==> src/rtl/xm23_alu_pkg.sv <==
// rtl/xm23_alu_pkg.sv - opcode enumeration, PSW bit indices and byte-lane helper for the XM23 ALU
package xm23_alu_pkg;

  typedef enum logic [4:0] {
    OP_ADD  = 5'd0,
    OP_ADDC = 5'd1,
    OP_SUB  = 5'd2,
    OP_SUBC = 5'd3,
    OP_DADD = 5'd4,
    OP_CMP  = 5'd5,
    OP_XOR  = 5'd6,
    OP_AND  = 5'd7,
    OP_OR   = 5'd8,
    OP_BIT  = 5'd9,
    OP_BIC  = 5'd10,
    OP_BIS  = 5'd11,
    OP_MOV  = 5'd12,
    OP_SRA  = 5'd13,
    OP_RRC  = 5'd14,
    OP_SWPB = 5'd15,
    OP_SXT  = 5'd16
  } alu_opcode_e;

  localparam int PSW_C   = 0;
  localparam int PSW_Z   = 1;
  localparam int PSW_N   = 2;
  localparam int PSW_SLP = 3;
  localparam int PSW_V   = 4;

  // Byte-mode results keep the destination's upper byte untouched.
  function automatic logic [15:0] byte_merge(input logic byte_mode,
                                             input logic [15:0] d,
                                             input logic [15:0] r);
    return byte_mode ? {d[15:8], r[7:0]} : r;
  endfunction

endpackage

==> src/rtl/xm23_alu_if.sv <==
// rtl/xm23_alu_if.sv - operand/opcode/PSW bus between the XM23 ALU and its driver
interface xm23_alu_if;

  logic [15:0] d_bus;
  logic [15:0] s_bus;
  logic [5:0]  alu_op;
  logic [15:0] psw_in;
  logic        psw_update;
  logic [15:0] alu_out;
  logic [15:0] alu_psw_out;

  modport master (
    output d_bus, s_bus, alu_op, psw_in, psw_update,
    input  alu_out, alu_psw_out
  );

  modport slave (
    input  d_bus, s_bus, alu_op, psw_in, psw_update,
    output alu_out, alu_psw_out
  );

endinterface

==> src/rtl/xm23_bcd_digit_adder.sv <==
// rtl/xm23_bcd_digit_adder.sv - one BCD nibble adder with decimal carry in/out
module xm23_bcd_digit_adder (
  input  logic [3:0] a_i,
  input  logic [3:0] b_i,
  input  logic       c_i,
  output logic [3:0] sum_o,
  output logic       c_o
);

  logic [4:0] raw_sum;

  assign raw_sum = {1'b0, a_i} + {1'b0, b_i} + {4'b0000, c_i};
  assign c_o     = (raw_sum > 5'd9);
  assign sum_o   = c_o ? (raw_sum[3:0] + 4'd6) : raw_sum[3:0];

endmodule

==> src/rtl/xm23_alu.sv <==
// rtl/xm23_alu.sv - XM23 registered ALU with PSW flag generation; DADD gated by XM23_ALU_DADD_EN
module xm23_alu
  import xm23_alu_pkg::*;
(
  input logic       Clock,
  input logic       Reset_n,
  xm23_alu_if.slave bus
);

  logic        byte_mode;
  alu_opcode_e op;
  logic [15:0] d;
  logic [15:0] s;
  logic        c_in;

  assign byte_mode = bus.alu_op[5];
  assign op        = alu_opcode_e'(bus.alu_op[4:0]);
  assign d         = bus.d_bus;
  assign s         = bus.s_bus;
  assign c_in      = bus.psw_in[PSW_C];

  // Shared adder: subtraction is d + ~s + carry-in, so C=1 means no borrow.
  logic [15:0] addend;
  logic        add_cin;
  logic [16:0] sum_w;
  logic [8:0]  sum_b;
  logic [15:0] add_res;
  logic        add_c;
  logic        add_v;
  logic        a_msb;
  logic        b_msb;
  logic        r_msb;

  always_comb begin
    addend  = s;
    add_cin = 1'b0;
    case (op)
      OP_ADDC:        add_cin = c_in;
      OP_SUB, OP_CMP: begin addend = ~s; add_cin = 1'b1; end
      OP_SUBC:        begin addend = ~s; add_cin = c_in; end
      default:        ;
    endcase
  end

  assign sum_w   = {1'b0, d} + {1'b0, addend} + {16'h0000, add_cin};
  assign sum_b   = {1'b0, d[7:0]} + {1'b0, addend[7:0]} + {8'h00, add_cin};
  assign add_res = byte_merge(byte_mode, d, sum_w[15:0]);
  assign add_c   = byte_mode ? sum_b[8] : sum_w[16];
  assign a_msb   = byte_mode ? d[7] : d[15];
  assign b_msb   = byte_mode ? addend[7] : addend[15];
  assign r_msb   = byte_mode ? sum_b[7] : sum_w[15];
  assign add_v   = (a_msb == b_msb) && (r_msb != a_msb);

`ifdef XM23_ALU_DADD_EN
  logic [15:0] bcd_sum;
  logic [4:0]  bcd_carry;
  logic [15:0] bcd_res;
  logic        bcd_c;

  assign bcd_carry[0] = c_in;

  for (genvar i = 0; i < 4; i++) begin : g_bcd
    xm23_bcd_digit_adder u_digit (
      .a_i   (d[4*i +: 4]),
      .b_i   (s[4*i +: 4]),
      .c_i   (bcd_carry[i]),
      .sum_o (bcd_sum[4*i +: 4]),
      .c_o   (bcd_carry[i+1])
    );
  end

  assign bcd_res = byte_merge(byte_mode, d, bcd_sum);
  assign bcd_c   = byte_mode ? bcd_carry[2] : bcd_carry[4];
`endif

  // res feeds the flags, out_d feeds alu_out; they differ for CMP and BIT.
  logic [15:0] res;
  logic [15:0] alu_out_d;
  logic        upd_c;
  logic        upd_zn;
  logic        upd_v;
  logic        new_c;
  logic        new_v;
  logic        res_z;
  logic        res_n;
  logic [15:0] psw_d;

  always_comb begin
    res       = d;
    alu_out_d = d;
    upd_c     = 1'b0;
    upd_zn    = 1'b0;
    upd_v     = 1'b0;
    new_c     = c_in;
    new_v     = bus.psw_in[PSW_V];
    case (op)
      OP_ADD, OP_ADDC, OP_SUB, OP_SUBC, OP_CMP: begin
        res       = add_res;
        alu_out_d = (op == OP_CMP) ? d : add_res;
        upd_c     = 1'b1;
        upd_zn    = 1'b1;
        upd_v     = 1'b1;
        new_c     = add_c;
        new_v     = add_v;
      end
`ifdef XM23_ALU_DADD_EN
      OP_DADD: begin
        res       = bcd_res;
        alu_out_d = bcd_res;
        upd_c     = 1'b1;
        upd_zn    = 1'b1;
        new_c     = bcd_c;
      end
`endif
      OP_XOR: begin
        res       = byte_merge(byte_mode, d, d ^ s);
        alu_out_d = res;
        upd_zn    = 1'b1;
      end
      OP_AND: begin
        res       = byte_merge(byte_mode, d, d & s);
        alu_out_d = res;
        upd_zn    = 1'b1;
      end
      OP_OR, OP_BIS: begin
        res       = byte_merge(byte_mode, d, d | s);
        alu_out_d = res;
        upd_zn    = 1'b1;
      end
      OP_BIT: begin
        res       = byte_merge(byte_mode, d, d & s);
        upd_zn    = 1'b1;
      end
      OP_BIC: begin
        res       = byte_merge(byte_mode, d, d & ~s);
        alu_out_d = res;
        upd_zn    = 1'b1;
      end
      OP_MOV: alu_out_d = byte_merge(byte_mode, d, s);
      OP_SRA: begin
        res       = byte_mode ? {d[15:8], d[7], d[7:1]} : {d[15], d[15:1]};
        alu_out_d = res;
        upd_c     = 1'b1;
        upd_zn    = 1'b1;
        new_c     = d[0];
      end
      OP_RRC: begin
        res       = byte_mode ? {d[15:8], c_in, d[7:1]} : {c_in, d[15:1]};
        alu_out_d = res;
        upd_c     = 1'b1;
        upd_zn    = 1'b1;
        new_c     = d[0];
      end
      OP_SWPB: alu_out_d = {d[7:0], d[15:8]};
      OP_SXT:  alu_out_d = {{8{d[7]}}, d[7:0]};
      default: alu_out_d = d;
    endcase
  end

  assign res_z = byte_mode ? (res[7:0] == 8'h00) : (res == 16'h0000);
  assign res_n = byte_mode ? res[7] : res[15];

  always_comb begin
    psw_d = bus.psw_in;
    if (bus.psw_update) begin
      if (upd_c) psw_d[PSW_C] = new_c;
      if (upd_zn) begin
        psw_d[PSW_Z] = res_z;
        psw_d[PSW_N] = res_n;
      end
      if (upd_v) psw_d[PSW_V] = new_v;
    end
  end

  logic [15:0] alu_out_q;
  logic [15:0] psw_q;

  always_ff @(posedge Clock or negedge Reset_n) begin
    if (!Reset_n) begin
      alu_out_q <= 16'h0000;
      psw_q     <= 16'h0000;
    end else begin
      alu_out_q <= alu_out_d;
      psw_q     <= psw_d;
    end
  end

  assign bus.alu_out     = alu_out_q;
  assign bus.alu_psw_out = psw_q;

endmodule

==> src/flat_wrapper.sv <==
// flat-port wrapper written by rule: the top's interface ports become plain ports
module xm23_alu_flat import xm23_alu_pkg::*;
  (Clock, Reset_n, bus_d_bus, bus_s_bus, bus_alu_op, bus_psw_in, bus_psw_update, bus_alu_out, bus_alu_psw_out);
  xm23_alu_if bus_i ();
  input logic Clock;
  input logic Reset_n;
  input wire logic [$bits(bus_i.d_bus)-1:0] bus_d_bus;
  input wire logic [$bits(bus_i.s_bus)-1:0] bus_s_bus;
  input wire logic [$bits(bus_i.alu_op)-1:0] bus_alu_op;
  input wire logic [$bits(bus_i.psw_in)-1:0] bus_psw_in;
  input wire logic [$bits(bus_i.psw_update)-1:0] bus_psw_update;
  output wire logic [$bits(bus_i.alu_out)-1:0] bus_alu_out;
  output wire logic [$bits(bus_i.alu_psw_out)-1:0] bus_alu_psw_out;
  assign bus_i.d_bus = bus_d_bus;
  assign bus_i.s_bus = bus_s_bus;
  assign bus_i.alu_op = bus_alu_op;
  assign bus_i.psw_in = bus_psw_in;
  assign bus_i.psw_update = bus_psw_update;
  assign bus_alu_out = bus_i.alu_out;
  assign bus_alu_psw_out = bus_i.alu_psw_out;
  xm23_alu u_core (.Clock(Clock), .Reset_n(Reset_n), .bus(bus_i));
endmodule
==> config.mk <==
export PLATFORM = sky130hd
export DESIGN_NAME = xm23_alu_flat
export DESIGN_NICKNAME = d
export VERILOG_FILES = /design/src/rtl/xm23_alu_pkg.sv /design/src/rtl/xm23_alu_if.sv /design/src/rtl/xm23_bcd_digit_adder.sv /design/src/rtl/xm23_alu.sv /design/src/flat_wrapper.sv
export SDC_FILE = /design/constraint.sdc
export NUM_CORES = 1
export LEC_CHECK = 0
export ABC_CLOCK_PERIOD_IN_PS = 800
export CORE_UTILIZATION = 58
export DETAILED_ROUTE_END_ITERATION = 8
export HOLD_SLACK_MARGIN = 0.02
export PLACE_DENSITY = 0.88
export REMOVE_ABC_BUFFERS = 1
export SLEW_MARGIN = 10
export SYNTH_ARGS = -nofsm -noshare
export SYNTH_HDL_FRONTEND = slang
export SYNTH_HIERARCHICAL = 1
export SYNTH_SLANG_ARGS = --single-unit
export TNS_END_PERCENT = 10
==> constraint.sdc <==
create_clock -name Clock -period 0.8 [get_ports Clock]
set_input_delay 0.12 -clock Clock [delete_from_list [all_inputs] [get_ports Clock]]
set_output_delay 0.12 -clock Clock [all_outputs]
set_load 0.005 [all_outputs]
==> metrics.cfg, run 1 <==
[logic_synthesis]
synth.yosys.seq_area_share_pct=17.1
ys_ff_latch=32
dominantRegCellSynth=sky130_fd_sc_hd__dfrtp_1
syn_area_um2=4670
synth_enable_flop_cells=0
yosysTopAreaCellShare_pct=17.1
post_synth_num_cell_types=69
synthesis.instances=593
dominant_cells_by_area_after_synthesis=sky130_fd_sc_hd__dfrtp_1, sky130_fd_sc_hd__ha_1, sky130_fd_sc_hd__xnor2_1
syn_avg_cell_area_um2=7.88
yosysTopAreaCell=sky130_fd_sc_hd__dfrtp_1
postSynth.asyncResetShare_pct=100
ys.warnings.count=6

[clock_tree]
cts-buffers-inserted=5
cts_buffer_depth=2
cts.hold.buffers_added=0
numClockSinks=32
clock_tree.htree_level_count=2
clk_root_buffer_cell=sky130_fd_sc_hd__clkbuf_8

[run_status]
error_message=[ERROR GRT-0116] Global routing finished with congestion. Check the congestion regions in the DRC Viewer.
lastStage=global routing (5_1_grt)
result_of_the_run=did not finish

[place]
gp_congestion=1.11
portBuffers=88
hpwlAfterDp_um=17300

[global_routing]
grt-ovfl-total=33
grt_start_max_net_pins=33
grt_use_total_pct=77.1
grt_pass1_vias=8383
grt_first_pass_wirelength_um=49200

[floorplan]
horizontal_die_dimension_um=91.8
placement_rows=32
die_y_um=91.8
io_pins=89
starting_density_of_the_core_pct=60.2

==> kinds of logic after synthesis <==
kind of cell | synth area share [%]
AO/OA/AOI/OAI | 30.2
AND/OR/NAND/NOR | 21.3
buffers and inverters | 7.04
adder cells (fa/ha/maj) | 17.7
flip-flops | 17.1
XOR/XNOR | 4.69
multiplexers | 1.87
==> through the flow <==
| stage | area, um2 | instances | setup slack [ns] |
|---|---|---|---|
| 2_1_floorplan | 4500 | 554 | -3.14 |
| 3_3_place_gp | 6960 | 933 | -3.24 |
| 3_5_place_dp | 6960 | 933 | -3.44 |
| 4_1_cts | 7240 | 945 | -2.65 |
==> synthesized netlist by cell type (all sizes together), types with 6 or more instances <==
cell type,count
nand4,6
ha,63
a21o,9
a21oi,35
nor3,16
a31oi,6
nand3,21
clkbuf,22
dfrtp,32
a211oi,10
a221o,6
o211ai,9
buf,17
a222oi,6
nor3b,6
or3,8
inv,40
nor2b,12
nand2b,11
nor4,11
nand2,36
xnor2,21
nand3b,6
a221oi,7
nor2,32
a22oi,15
a22o,10
o21ai,33
==> per-layer routing <==
metal	overflow	global-route usage [%]
met3	0	60.9
met4	22	79.9
met1	0	77.0
met5	0	16.0
met2	11	93.9
==> what timing repair did <==
item,in CTS
setup endpoints to repair,52
buffers inserted,5
cloned,0
pin swaps,14
resized for setup,116
==> run 2, diff against run 1 <==
- CORE_UTILIZATION: 58 -> 40
- HOLD_SLACK_MARGIN: 0.02 -> unset
- PLACE_DENSITY: 0.88 -> unset
- PLACE_DENSITY_LB_ADDON: unset -> 0.15
==> run 2 against run 1 <==
Effect of this change:
- the flow now finishes, with violations (setup timing)
- area after synthesis unchanged
- synthesized cell count unchanged
==> metrics.cfg, run 2 <==
[run_status]
result_of_the_run=finished with violations
failed_checks=setup timing

[detailed_routing]
detail-route-antenna-nets=0
finalWirelength_um=21700
drt-pass1-iter-count=5
vias_per_cell=5.96
remaining_drc_errors=0
routedWlPerCell_um=21.3
initialDrtViolationCount=541
via_count=6048

[global_routing]
grt_start_max_net_pins=33
grt_first_pass_wirelength_um=32400
grt-ovfl-total=0
grt_pass1_vias=5872
grt_use_total_pct=36.4
grt_antenna_before_repair=1

[logic_synthesis]
synth_compound_gate_area_share_pct=30.2
postSynth.asyncResetShare_pct=100
syn_area_um2=4670
synthesis.instances=593
library_cell_with_the_highest_instance_count_after_synthesis=sky130_fd_sc_hd__ha_1
yosysTopAreaCellShare_pct=17.1
synth_enable_flop_cells=0
synth-xor-area-share_pct=4.69
post_synth_most_frequent_cells=sky130_fd_sc_hd__ha_1, sky130_fd_sc_hd__inv_1, sky130_fd_sc_hd__nand2_1
synth_fa_ha_area_share_pct=17.7
ys_ff_latch=32
dominant_cells_by_area_after_synthesis=sky130_fd_sc_hd__dfrtp_1, sky130_fd_sc_hd__ha_1, sky130_fd_sc_hd__xnor2_1
ys.warnings.count=6
synth.yosys.seq_area_share_pct=17.1
post_synth_num_cell_types=69
syn_avg_cell_area_um2=7.88
post_synth_mux_area_share_pct=1.87
synth_top_family_by_area=compound AO/OA/AOI/OAI gates
synth_simple_gate_area_share_pct=21.3
dominantRegCellSynth=sky130_fd_sc_hd__dfrtp_1
yosysTopAreaCell=sky130_fd_sc_hd__dfrtp_1

[sta]
max_frequency_mhz=311
grt_setup_unrepaired=true
timing_max_transition_violations_final=0
worst-slew-pin-transition_ns=0.759
final_period_minus_worst_setup_slack_ns=3.21
hold-worst-slack_ns=0.210
timing.final.crit_share_pct=402
setup_viol=52
final_worst_setup_slack_ns=-2.41
hold_viol_final=0
timing.max_slew.rel_slack_pct=48.9

[clock_tree]
clkTransAtPathRegs_ns=0.06
tritoncts=built
clock_tree.htree_level_count=2
cts_buffer_depth=2
cts-buffers-inserted=5
numClockSinks=32
clk_root_buffer_cell=sky130_fd_sc_hd__clkbuf_16

[job]
cap_viol_max_count=0

[floorplan]
core_area_um2=11400
horizontal_die_dimension_um=110
starting_density_of_the_core_pct=40.9
placement_rows=39
io_pins=89
dieArea_um2=12100
die_y_um=110

[layout]
synthesis_to_finish_area_growth_pct=64.3
layout.cells.most_common_list=sky130_fd_sc_hd__buf_4, sky130_fd_sc_hd__ha_1, sky130_fd_sc_hd__clkdlybuf4s50_1
design.final.nets=993
instances_no_fill=1015
drive_above_1_share_pct=37.7
layout.cells.most_common=sky130_fd_sc_hd__buf_4

[hold_path]
min-delay-path-class=in2async

[power]
leakagePower_nw=3.65
vdd.ir_drop.worst_v=0.000842
power_per_cell_area_nw_per_um2=1160
totalPowerFinal_mw=8.94

[place]
gp_congestion=1.04
portBuffers=88
total_instance_count_after_detailed_placement=991
hpwlAfterDp_um=17000

[worst_setup_path]
cp.arrival_ns=3.38
setup.worst_path.end_class=register
crit_type=in2reg
crit_path_start_kind=input pin
data_required_time_of_the_critical_path_ns=0.97
cp_slowest_cell=sky130_fd_sc_hd__or3_4
cp_slowest_stage_delay_ns=0.39
cp_cell_sequence=buf_8 -> nand2b_4 -> nor3_4 -> a21oi_4 -> buf_12 -> buf_6 -> xnor2_2 -> ha_1 -> a21oi_2 -> nand2_2 -> a311oi_4 -> nor3b_2 -> mux2_4 -> or3_4 -> a211o_1 -> a22o_1
critPathMaxFanout=6

-- run 2: cell counts after synthesis --
No cell type changed its count.
-- run 2: final timing paths --
path                                start                         end  slack, ns  cells past startpoint
max                         bus_alu_op[3]   u_core/bus.alu_psw_out[4]      -2.41                     16
min                               Reset_n       u_core/bus.alu_out[8]       0.21                      2
max in group asynchronous         Reset_n       u_core/bus.alu_out[2]       0.39                      2
min in group Clock         bus_psw_in[10]  u_core/bus.alu_psw_out[10]       0.27                      1
-- run 2: per-stage QoR --
stage | setup TNS [ns] | instance area [um2] | setup slack, ns | util, %
2_1_floorplan | -51.19 | 4500 | -3.14 | -
3_3_place_gp | -57.79 | 7180 | -3.23 | 62.9
3_5_place_dp | -59.77 | 7180 | -3.36 | 62.9
4_1_cts | -42.12 | 7690 | -2.38 | 67.4
5_1_grt | -43.59 | 7670 | -2.49 | 67.2
6_report | -40.87 | 7680 | -2.41 | 67.2
-- run 2: final cells by class --
cell class              count  area, um2
diodes                      1       2.50
clock buffers               7        153
fillers                   970       3740
inverters                  41        154
multi-input cells         481       3910
flip-flops and latches     32        801
well taps                 143        179
repair buffers            310       2480
-- run 2: where the power goes --
part	internal, mW	total, mW	switching [mW]
logic	2.49	5.03	2.53
registers	1.78	1.83	0.0571
clock network	1.31	2.08	0.772
-- run 2: worst max-delay path, delay by kind of cell --
| family | cells | cell delay, ns |
|---|---|---|
| AO/OA/AOI/OAI | 5 | 1.10 |
| buffers and inverters | 3 | 0.38 |
| AND/OR/NAND/NOR | 5 | 0.98 |
| adder cells (fa/ha/maj) | 1 | 0.34 |
| multiplexers | 1 | 0.32 |
| XOR/XNOR | 1 | 0.12 |
-- run 2: cells by family after synthesis --
kind of cell / count (synthesis)
muxes: 8
and+or+nand+nor: 187
buffers and inverters: 80
AOI/OAI and AO/OA: 196
DFF: 32
adders and majority gates: 65
xor gates and xnor gates: 25
-- run 2: timing repair --
item | CTS | global route
setup buffers | 15 | 5
hold buffers | 0 | 0
cloned | 1 | 0
hold endpoints to repair | 0 | 0
pin swaps | 33 | 20
setup endpoints to repair | 52 | 52
resized for setup | 166 | 41
-- run 2: per-layer routing --
layer | wire, um | share of wire [%] | track usage [%]
met5 | 0 | 0 | 0
met4 | 1110 | 5.1 | 21.3
met3 | 2230 | 10 | 5.06
met2 | 9800 | 45 | 58.0
met1 | 8510 | 39 | 46.6
(Power assumes the default switching activity.)
